**src/rtl/simplerisc_execute_unit_if.sv**
```systemverilog
// rtl/simplerisc_execute_unit_if.sv - EX-stage operand/result bundle for simplerisc_execute_unit
interface simplerisc_execute_unit_if;
  logic        ex_valid;
  logic [31:0] ex_pc;
  logic [31:0] ex_ir;
  logic [31:0] ex_op_a;
  logic [31:0] ex_op_b;
  logic [31:0] ex_op_st;
  logic [21:0] ex_ctrl;
  logic [31:0] alu_result;
  logic        branch_taken;
  logic [31:0] branch_pc;
  logic        ma_valid;
  logic [31:0] ma_pc;
  logic [31:0] ma_alu_result;
  logic [31:0] ma_op2;
  logic [31:0] ma_ir;
  logic [21:0] ma_ctrl;

  modport master (
    output ex_valid, ex_pc, ex_ir, ex_op_a, ex_op_b, ex_op_st,
    input  ex_ctrl, alu_result, branch_taken, branch_pc,
    input  ma_valid, ma_pc, ma_alu_result, ma_op2, ma_ir, ma_ctrl
  );

  modport slave (
    input  ex_valid, ex_pc, ex_ir, ex_op_a, ex_op_b, ex_op_st,
    output ex_ctrl, alu_result, branch_taken, branch_pc,
    output ma_valid, ma_pc, ma_alu_result, ma_op2, ma_ir, ma_ctrl
  );
endinterface

```
**src/rtl/simplerisc_execute_unit.sv**
```systemverilog
// rtl/simplerisc_execute_unit.sv - SimpleRisc EX stage: decode, ALU, flags, branch resolve, EX/MA latch
// Optional signed divider/modulo enabled by defining SRISC_DIV_EN.
module simplerisc_execute_unit (
  input logic                      clk,
  input logic                      reset,
  simplerisc_execute_unit_if.slave bus
);
  localparam logic [4:0] OP_CMP = 5'd5,  OP_ALU_LAST = 5'd12;
  localparam logic [4:0] OP_LD  = 5'd14, OP_ST  = 5'd15, OP_BEQ = 5'd16;
  localparam logic [4:0] OP_BGT = 5'd17, OP_B   = 5'd18, OP_CALL = 5'd19, OP_RET = 5'd20;
  localparam int C_ST = 0, C_LD = 1, C_BEQ = 2, C_BGT = 3, C_RET = 4, C_IMM = 5;
  localparam int C_WB = 6, C_UBR = 7, C_CALL = 8, C_ADD = 9, C_SUB = 10, C_MUL = 11;
  localparam int C_DIV = 12, C_MOD = 13, C_CMP = 14, C_AND = 15, C_OR = 16, C_NOT = 17;
  localparam int C_MOV = 18, C_LSL = 19, C_LSR = 20, C_ASR = 21;

  logic [4:0]  opcode;
  logic [21:0] ctrl;
  logic [31:0] op_a, op_b, immx, quo, rem, result, br_offset;
  logic [4:0]  shamt;
  logic        e_q, e_d, gt_q, gt_d;
  logic        ma_valid_q, ma_valid_d;
  logic [31:0] ma_pc_q, ma_pc_d, ma_alu_result_q, ma_alu_result_d;
  logic [31:0] ma_op2_q, ma_op2_d, ma_ir_q, ma_ir_d;
  logic [21:0] ma_ctrl_q, ma_ctrl_d;

  assign opcode = bus.ex_ir[31:27];
  assign op_a   = bus.ex_op_a;

  // ALU opcodes 0..12 map one-to-one onto control bits 9..21
  always_comb begin
    ctrl = '0;
    if (opcode <= OP_ALU_LAST) begin
      ctrl[5'd9 + opcode] = 1'b1;
      ctrl[C_IMM]         = bus.ex_ir[26];
      ctrl[C_WB]          = (opcode != OP_CMP);
    end else begin
      case (opcode)
        OP_LD:   begin ctrl[C_LD] = 1'b1; ctrl[C_ADD] = 1'b1; ctrl[C_IMM] = 1'b1; ctrl[C_WB] = 1'b1; end
        OP_ST:   begin ctrl[C_ST] = 1'b1; ctrl[C_ADD] = 1'b1; ctrl[C_IMM] = 1'b1; end
        OP_BEQ:  ctrl[C_BEQ] = 1'b1;
        OP_BGT:  ctrl[C_BGT] = 1'b1;
        OP_B:    ctrl[C_UBR] = 1'b1;
        OP_CALL: begin ctrl[C_CALL] = 1'b1; ctrl[C_UBR] = 1'b1; ctrl[C_WB] = 1'b1; end
        OP_RET:  begin ctrl[C_RET] = 1'b1; ctrl[C_UBR] = 1'b1; end
        default: ctrl = '0;
      endcase
    end
    if (!bus.ex_valid) ctrl = '0;
  end

  always_comb begin
    case (bus.ex_ir[17:16])
      2'b01:   immx = {16'h0000, bus.ex_ir[15:0]};
      2'b10:   immx = {bus.ex_ir[15:0], 16'h0000};
      default: immx = {{16{bus.ex_ir[15]}}, bus.ex_ir[15:0]};
    endcase
  end

  assign op_b  = ctrl[C_IMM] ? immx : bus.ex_op_b;
  assign shamt = op_b[4:0];

`ifdef SRISC_DIV_EN
  // Divide by zero is defined as quotient 0, remainder A
  always_comb begin
    quo = '0;
    rem = op_a;
    if (op_b != '0) begin
      quo = $signed(op_a) / $signed(op_b);
      rem = $signed(op_a) % $signed(op_b);
    end
  end
`else
  assign quo = '0;
  assign rem = '0;
`endif

  always_comb begin
    result = '0;
    if (ctrl[C_ADD])                     result = op_a + op_b;
    else if (ctrl[C_SUB] || ctrl[C_CMP]) result = op_a - op_b;
    else if (ctrl[C_MUL])                result = op_a * op_b;
    else if (ctrl[C_DIV])                result = quo;
    else if (ctrl[C_MOD])                result = rem;
    else if (ctrl[C_AND])                result = op_a & op_b;
    else if (ctrl[C_OR])                 result = op_a | op_b;
    else if (ctrl[C_NOT])                result = ~op_b;
    else if (ctrl[C_MOV])                result = op_b;
    else if (ctrl[C_LSL])                result = op_a << shamt;
    else if (ctrl[C_LSR])                result = op_a >> shamt;
    else if (ctrl[C_ASR])                result = $signed(op_a) >>> shamt;
  end

  always_comb begin
    e_d  = e_q;
    gt_d = gt_q;
    if (ctrl[C_CMP]) begin
      e_d  = (op_a == op_b);
      gt_d = ($signed(op_a) > $signed(op_b));
    end
  end

  assign br_offset        = {{3{bus.ex_ir[26]}}, bus.ex_ir[26:0], 2'b00};
  assign bus.branch_pc    = ctrl[C_RET] ? op_a : bus.ex_pc + br_offset;
  assign bus.branch_taken = bus.ex_valid &
                            (ctrl[C_UBR] | (ctrl[C_BEQ] & e_q) | (ctrl[C_BGT] & gt_q));
  assign bus.ex_ctrl      = ctrl;
  assign bus.alu_result   = result;

  always_comb begin
    ma_valid_d      = bus.ex_valid;
    ma_pc_d         = bus.ex_pc;
    ma_alu_result_d = result;
    ma_op2_d        = bus.ex_op_st;
    ma_ir_d         = bus.ex_ir;
    ma_ctrl_d       = ctrl;
  end

  always_ff @(posedge clk or negedge reset) begin
    if (!reset) begin
      e_q             <= 1'b0;
      gt_q            <= 1'b0;
      ma_valid_q      <= 1'b0;
      ma_pc_q         <= '0;
      ma_alu_result_q <= '0;
      ma_op2_q        <= '0;
      ma_ir_q         <= '0;
      ma_ctrl_q       <= '0;
    end else begin
      e_q             <= e_d;
      gt_q            <= gt_d;
      ma_valid_q      <= ma_valid_d;
      ma_pc_q         <= ma_pc_d;
      ma_alu_result_q <= ma_alu_result_d;
      ma_op2_q        <= ma_op2_d;
      ma_ir_q         <= ma_ir_d;
      ma_ctrl_q       <= ma_ctrl_d;
    end
  end

  assign bus.ma_valid      = ma_valid_q;
  assign bus.ma_pc         = ma_pc_q;
  assign bus.ma_alu_result = ma_alu_result_q;
  assign bus.ma_op2        = ma_op2_q;
  assign bus.ma_ir         = ma_ir_q;
  assign bus.ma_ctrl       = ma_ctrl_q;
endmodule

```
**src/flat_wrapper.sv**
```systemverilog
// flat-port wrapper written by rule: the top's interface ports become plain ports
module simplerisc_execute_unit_flat 
  (clk, reset, bus_ex_valid, bus_ex_pc, bus_ex_ir, bus_ex_op_a, bus_ex_op_b, bus_ex_op_st, bus_ex_ctrl, bus_alu_result, bus_branch_taken, bus_branch_pc, bus_ma_valid, bus_ma_pc, bus_ma_alu_result, bus_ma_op2, bus_ma_ir, bus_ma_ctrl);
  simplerisc_execute_unit_if bus_i ();
  input logic clk;
  input logic reset;
  input wire logic [$bits(bus_i.ex_valid)-1:0] bus_ex_valid;
  input wire logic [$bits(bus_i.ex_pc)-1:0] bus_ex_pc;
  input wire logic [$bits(bus_i.ex_ir)-1:0] bus_ex_ir;
  input wire logic [$bits(bus_i.ex_op_a)-1:0] bus_ex_op_a;
  input wire logic [$bits(bus_i.ex_op_b)-1:0] bus_ex_op_b;
  input wire logic [$bits(bus_i.ex_op_st)-1:0] bus_ex_op_st;
  output wire logic [$bits(bus_i.ex_ctrl)-1:0] bus_ex_ctrl;
  output wire logic [$bits(bus_i.alu_result)-1:0] bus_alu_result;
  output wire logic [$bits(bus_i.branch_taken)-1:0] bus_branch_taken;
  output wire logic [$bits(bus_i.branch_pc)-1:0] bus_branch_pc;
  output wire logic [$bits(bus_i.ma_valid)-1:0] bus_ma_valid;
  output wire logic [$bits(bus_i.ma_pc)-1:0] bus_ma_pc;
  output wire logic [$bits(bus_i.ma_alu_result)-1:0] bus_ma_alu_result;
  output wire logic [$bits(bus_i.ma_op2)-1:0] bus_ma_op2;
  output wire logic [$bits(bus_i.ma_ir)-1:0] bus_ma_ir;
  output wire logic [$bits(bus_i.ma_ctrl)-1:0] bus_ma_ctrl;
  assign bus_i.ex_valid = bus_ex_valid;
  assign bus_i.ex_pc = bus_ex_pc;
  assign bus_i.ex_ir = bus_ex_ir;
  assign bus_i.ex_op_a = bus_ex_op_a;
  assign bus_i.ex_op_b = bus_ex_op_b;
  assign bus_i.ex_op_st = bus_ex_op_st;
  assign bus_ex_ctrl = bus_i.ex_ctrl;
  assign bus_alu_result = bus_i.alu_result;
  assign bus_branch_taken = bus_i.branch_taken;
  assign bus_branch_pc = bus_i.branch_pc;
  assign bus_ma_valid = bus_i.ma_valid;
  assign bus_ma_pc = bus_i.ma_pc;
  assign bus_ma_alu_result = bus_i.ma_alu_result;
  assign bus_ma_op2 = bus_i.ma_op2;
  assign bus_ma_ir = bus_i.ma_ir;
  assign bus_ma_ctrl = bus_i.ma_ctrl;
  simplerisc_execute_unit u_core (.clk(clk), .reset(reset), .bus(bus_i));
endmodule
```
**config.mk**
```make
export PLATFORM = sky130hd
export DESIGN_NAME = simplerisc_execute_unit_flat
export DESIGN_NICKNAME = d
export VERILOG_FILES = /design/src/rtl/simplerisc_execute_unit_if.sv /design/src/rtl/simplerisc_execute_unit.sv /design/src/flat_wrapper.sv
export SDC_FILE = /design/constraint.sdc
export NUM_CORES = 2
export LEC_CHECK = 0
export CAP_MARGIN = 20
export CORE_MARGIN = 2
export CORE_UTILIZATION = 40
export DETAILED_ROUTE_END_ITERATION = 6
export PLACE_DENSITY = 0.67
export SLEW_MARGIN = 15
export SYNTH_ARGS = -nofsm -noshare
export SYNTH_HDL_FRONTEND = slang
export SYNTH_SLANG_ARGS = --single-unit
```
**constraint.sdc**
```tcl
create_clock -name clk -period 14.6 [get_ports clk]
set_clock_uncertainty 0.2 [all_clocks]
set_input_delay 2.92 -clock clk [delete_from_list [all_inputs] [get_ports clk]]
set_output_delay 2.92 -clock clk [all_outputs]
set_load 0.005 [all_outputs]
```
==> results summary <==
The number of warnings reported in the yosys synthesis log is 0. The number of enable flip-flop cells after synthesis came out at 0. The final wirelength came out at 151000 um.

The final worst-path cycle share came out at 0.992. The synthesized flop and latch total came out at 153. For this design, the slowest cell found on the critical path is sky130_fd_sc_hd__fa_1. The count of max-cap constraint violations came out at 0. The number of nets in the synthesized netlist is 4491. Counting flops with an async set or reset pin after synthesis yields a share of 1.00. Leaving out fill and tap cells, the most frequent cells in the layout are sky130_fd_sc_hd__nor2_1, sky130_fd_sc_hd__inv_1, sky130_fd_sc_hd__buf_4, sky130_fd_sc_hd__fa_1, sky130_fd_sc_hd__clkdlybuf4s50_1.

The post-synth design cell area came out at 0.0303 sq mm. The first-pass iteration count of the detailed router is 6. The H-tree generated during clock tree synthesis spans 4 levels.

The maximum buffer depth of the clock tree came out at 2. In this run the standard cell core region covers 0.0748 sq mm. The maximum fanout count along the critical path is 6. The class of the tightest hold or removal check is reg2reg.

sky130_fd_sc_hd__fa_1 takes more of the synthesized area than any other cell. The most used flip-flop cell after synthesis is sky130_fd_sc_hd__dfrtp_1. The last weighted congestion value of the routability-driven placer came out at 1.13. The TritonCTS sink count came out at 153. The maximum frequency from static timing analysis is 69.0 MHz. The number of hold-slack violations in the final timing report is 0. The final sum of negative setup slack came out at 0 ns. The die is 279 um tall. Setup repair after global routing could not meet its margin everywhere. After synthesis, the cell types taking the most area are sky130_fd_sc_hd__fa_1, sky130_fd_sc_hd__dfrtp_1, sky130_fd_sc_hd__ha_1, sky130_fd_sc_hd__nor2_1, sky130_fd_sc_hd__inv_1. The sequential fraction of the synthesis area is 0.126. Measured against its own limit, the worst slew margin works out to 0.219. TritonCTS built the clock tree. Once detailed placement completed, the half-perimeter wirelength came to 124000 um. STA classifies the critical path endpoint as an output port. The flow ran to the end, and the final reports show no timing, DRC or antenna violations. The cell that appears most often on the critical path is sky130_fd_sc_hd__fa_1. The first global-routing pass estimated 218000 um of wire.

The detailed router's first-iteration violation count came out at 4283. Input and output buffers added on the ports amount to 400. The max-slew violation count is 0. The final setup violation count is 0. The clock reaches the later pin of the worst-skew pair after 0.48 ns. The die span in x is 279 um. The remaining global-route overflow is 0. The wire length per cell after detailed routing came out at 28.4 um. The clock-pin slew of the registers on the worst-case setup and hold paths came out at 0.07 ns. The number of instances in the synthesized netlist is 3665. The data arrival time of the worst path is 11.37 ns.

The via count of the first global-routing pass was 31000. The cell count after placement is 5252. The type of the setup path with the least slack is in2out. The area share of the largest cell type after synthesis is 0.271.

In the routed layout, each cell is associated on average with a via count of 5.92. The total number of vias is 31500. The total clock buffers created by CTS came out at 17. The core utilization of the finished layout came out at 0.525.

In the routed design, unresolved DRC markers number 0. The final critical delay including setup and external delays is 14.49 ns. The die area is 0.0781 sq mm. For the pin with the worst max-slew slack, the measured transition is 1.17 ns. The starting density of the core is 0.405. For the worst setup path, the data required time is 11.48 ns.

Of the cells placed in the final design, the portion with a size suffix greater than 1 is 0.148. The clock tree root buffer cell is sky130_fd_sc_hd__clkbuf_16. The synthesized area per cell came out at 8.28 sq um. The library cell used most frequently in the layout, excluding fill and tap cells, is sky130_fd_sc_hd__nor2_1. The global-route total usage across every layer is 0.387. The number of standard-cell rows in the floorplan came out at 100.

On the worst path, the slowest cell contributes a delay of 0.55 ns. After synthesis, the netlist uses 84 different library cells. The number of antenna-violating nets in the routed design came out at 0.

The net count reported at finish came out at 5158. Relative to the synthesized area, the layout overhead comes to 29.5%. The non-filler instance count after layout came out at 5327. The number of antenna violations at the first check in global routing is 13. The pin count of the biggest net entering global routing came out at 100.

The count of boundary I/O pins is 401. The worst setup path is launched from a primary input.
critical path: cells and delay by family:
kind            cells  cell delay, ns
simple gates        5            0.67
compound gates      5            1.23
fa+ha+maj           9            4.43
xor+xnor            1            0.54
mux                 1            0.27
buf+inv            10            1.28
cell usage after synthesis (16+ instances only):
master,count
sky130_fd_sc_hd__buf_2,32
sky130_fd_sc_hd__a31oi_1,27
sky130_fd_sc_hd__a21o_1,48
sky130_fd_sc_hd__nand3_1,35
sky130_fd_sc_hd__clkbuf_1,154
sky130_fd_sc_hd__o21ai_0,155
sky130_fd_sc_hd__o22ai_1,18
sky130_fd_sc_hd__nand2b_1,23
sky130_fd_sc_hd__mux2_2,19
sky130_fd_sc_hd__nor3_1,42
sky130_fd_sc_hd__nand2_1,367
sky130_fd_sc_hd__xnor2_1,81
sky130_fd_sc_hd__xor2_1,31
sky130_fd_sc_hd__a21oi_1,220
sky130_fd_sc_hd__mux2i_1,135
sky130_fd_sc_hd__and3_1,16
sky130_fd_sc_hd__inv_1,488
sky130_fd_sc_hd__a221oi_1,23
sky130_fd_sc_hd__o221ai_1,23
sky130_fd_sc_hd__a211oi_1,39
sky130_fd_sc_hd__ha_1,252
sky130_fd_sc_hd__o211ai_1,23
sky130_fd_sc_hd__dfrtp_1,153
sky130_fd_sc_hd__nor2_1,522
sky130_fd_sc_hd__fa_1,411
sky130_fd_sc_hd__o21bai_1,23
registers in the layout, summed over array words and instances (netlist names):
signal / cells
u_core.e_q: 1
u_core.bus.ma_valid: 1
u_core.bus.ma_ctrl: 22
u_core.gt_q: 1
u_core.bus.ma_op2: 32
u_core.bus.ma_ir: 32
u_core.bus.ma_alu_result: 32
u_core.bus.ma_pc: 32
path summary, 6_finish.rpt:
path	from	end	slack (ns)	cells after the start
min	u_core.e_q	u_core.e_q	0.32	1
max in group asynchronous	reset	u_core.bus.ma_pc[11]	10.56	2
max reg2reg	u_core.gt_q	u_core.gt_q	13.63	1
min reg2reg	u_core.e_q	u_core.e_q	0.32	1
min in group asynchronous	reset	u_core.bus.ma_op2[0]	2.33	1
max	bus_ex_ir[31]	bus_alu_result[31]	0.11	31
final cells by class:
cell class	instances	area, sq um
flip-flops and latches	153	3830
repair buffers	860	7640
repair inverters	1	6.26
diodes	13	32.5
inverters	512	1960
well taps	969	1210
fillers	7093	35500
multi-input cells	2787	24000
clock buffers	19	453
clock inverters	13	151
through the flow:
stage,area [sq um],hold WS [ns],worst slack (ns)
finish,39300,0.318,0.112
floorplan,30500,0.280,0.0874
global route,39300,0.340,-0.123
detailed placement,38100,0.300,-1.09
global placement,38100,0.294,-0.994
CTS,39100,0.321,-0.104
repair_timing:
item | in CTS | in global routing
gates resized for setup | 71 | 56
hold buffers | 0 | 0
setup endpoints to repair | 18 | 18
cloned | 2 | 0
pin swaps | 23 | 45
setup buffers | 19 | 10
metal layers:
layer	GRT usage	routed length, um
met5	0	25
met4	0.219	10400
met3	0.0970	17000
met2	0.574	64300
met1	0.514	59800
kinds of logic (layout without fill, tap and decap cells):
family,after synthesis,after routing,synth area share
buf+inv,726,1405,0.0932
xor+xnor,114,114,0.0338
fa+ha+maj,663,663,0.375
flops,153,153,0.126
simple gates,1095,1096,0.150
compound gates,742,742,0.158
other cells,0,13,0
mux,172,172,0.0630
Power is left out: the tool's default activity adds up to more than one toggle a clock period on the data nets, which glitch-free logic cannot reach.
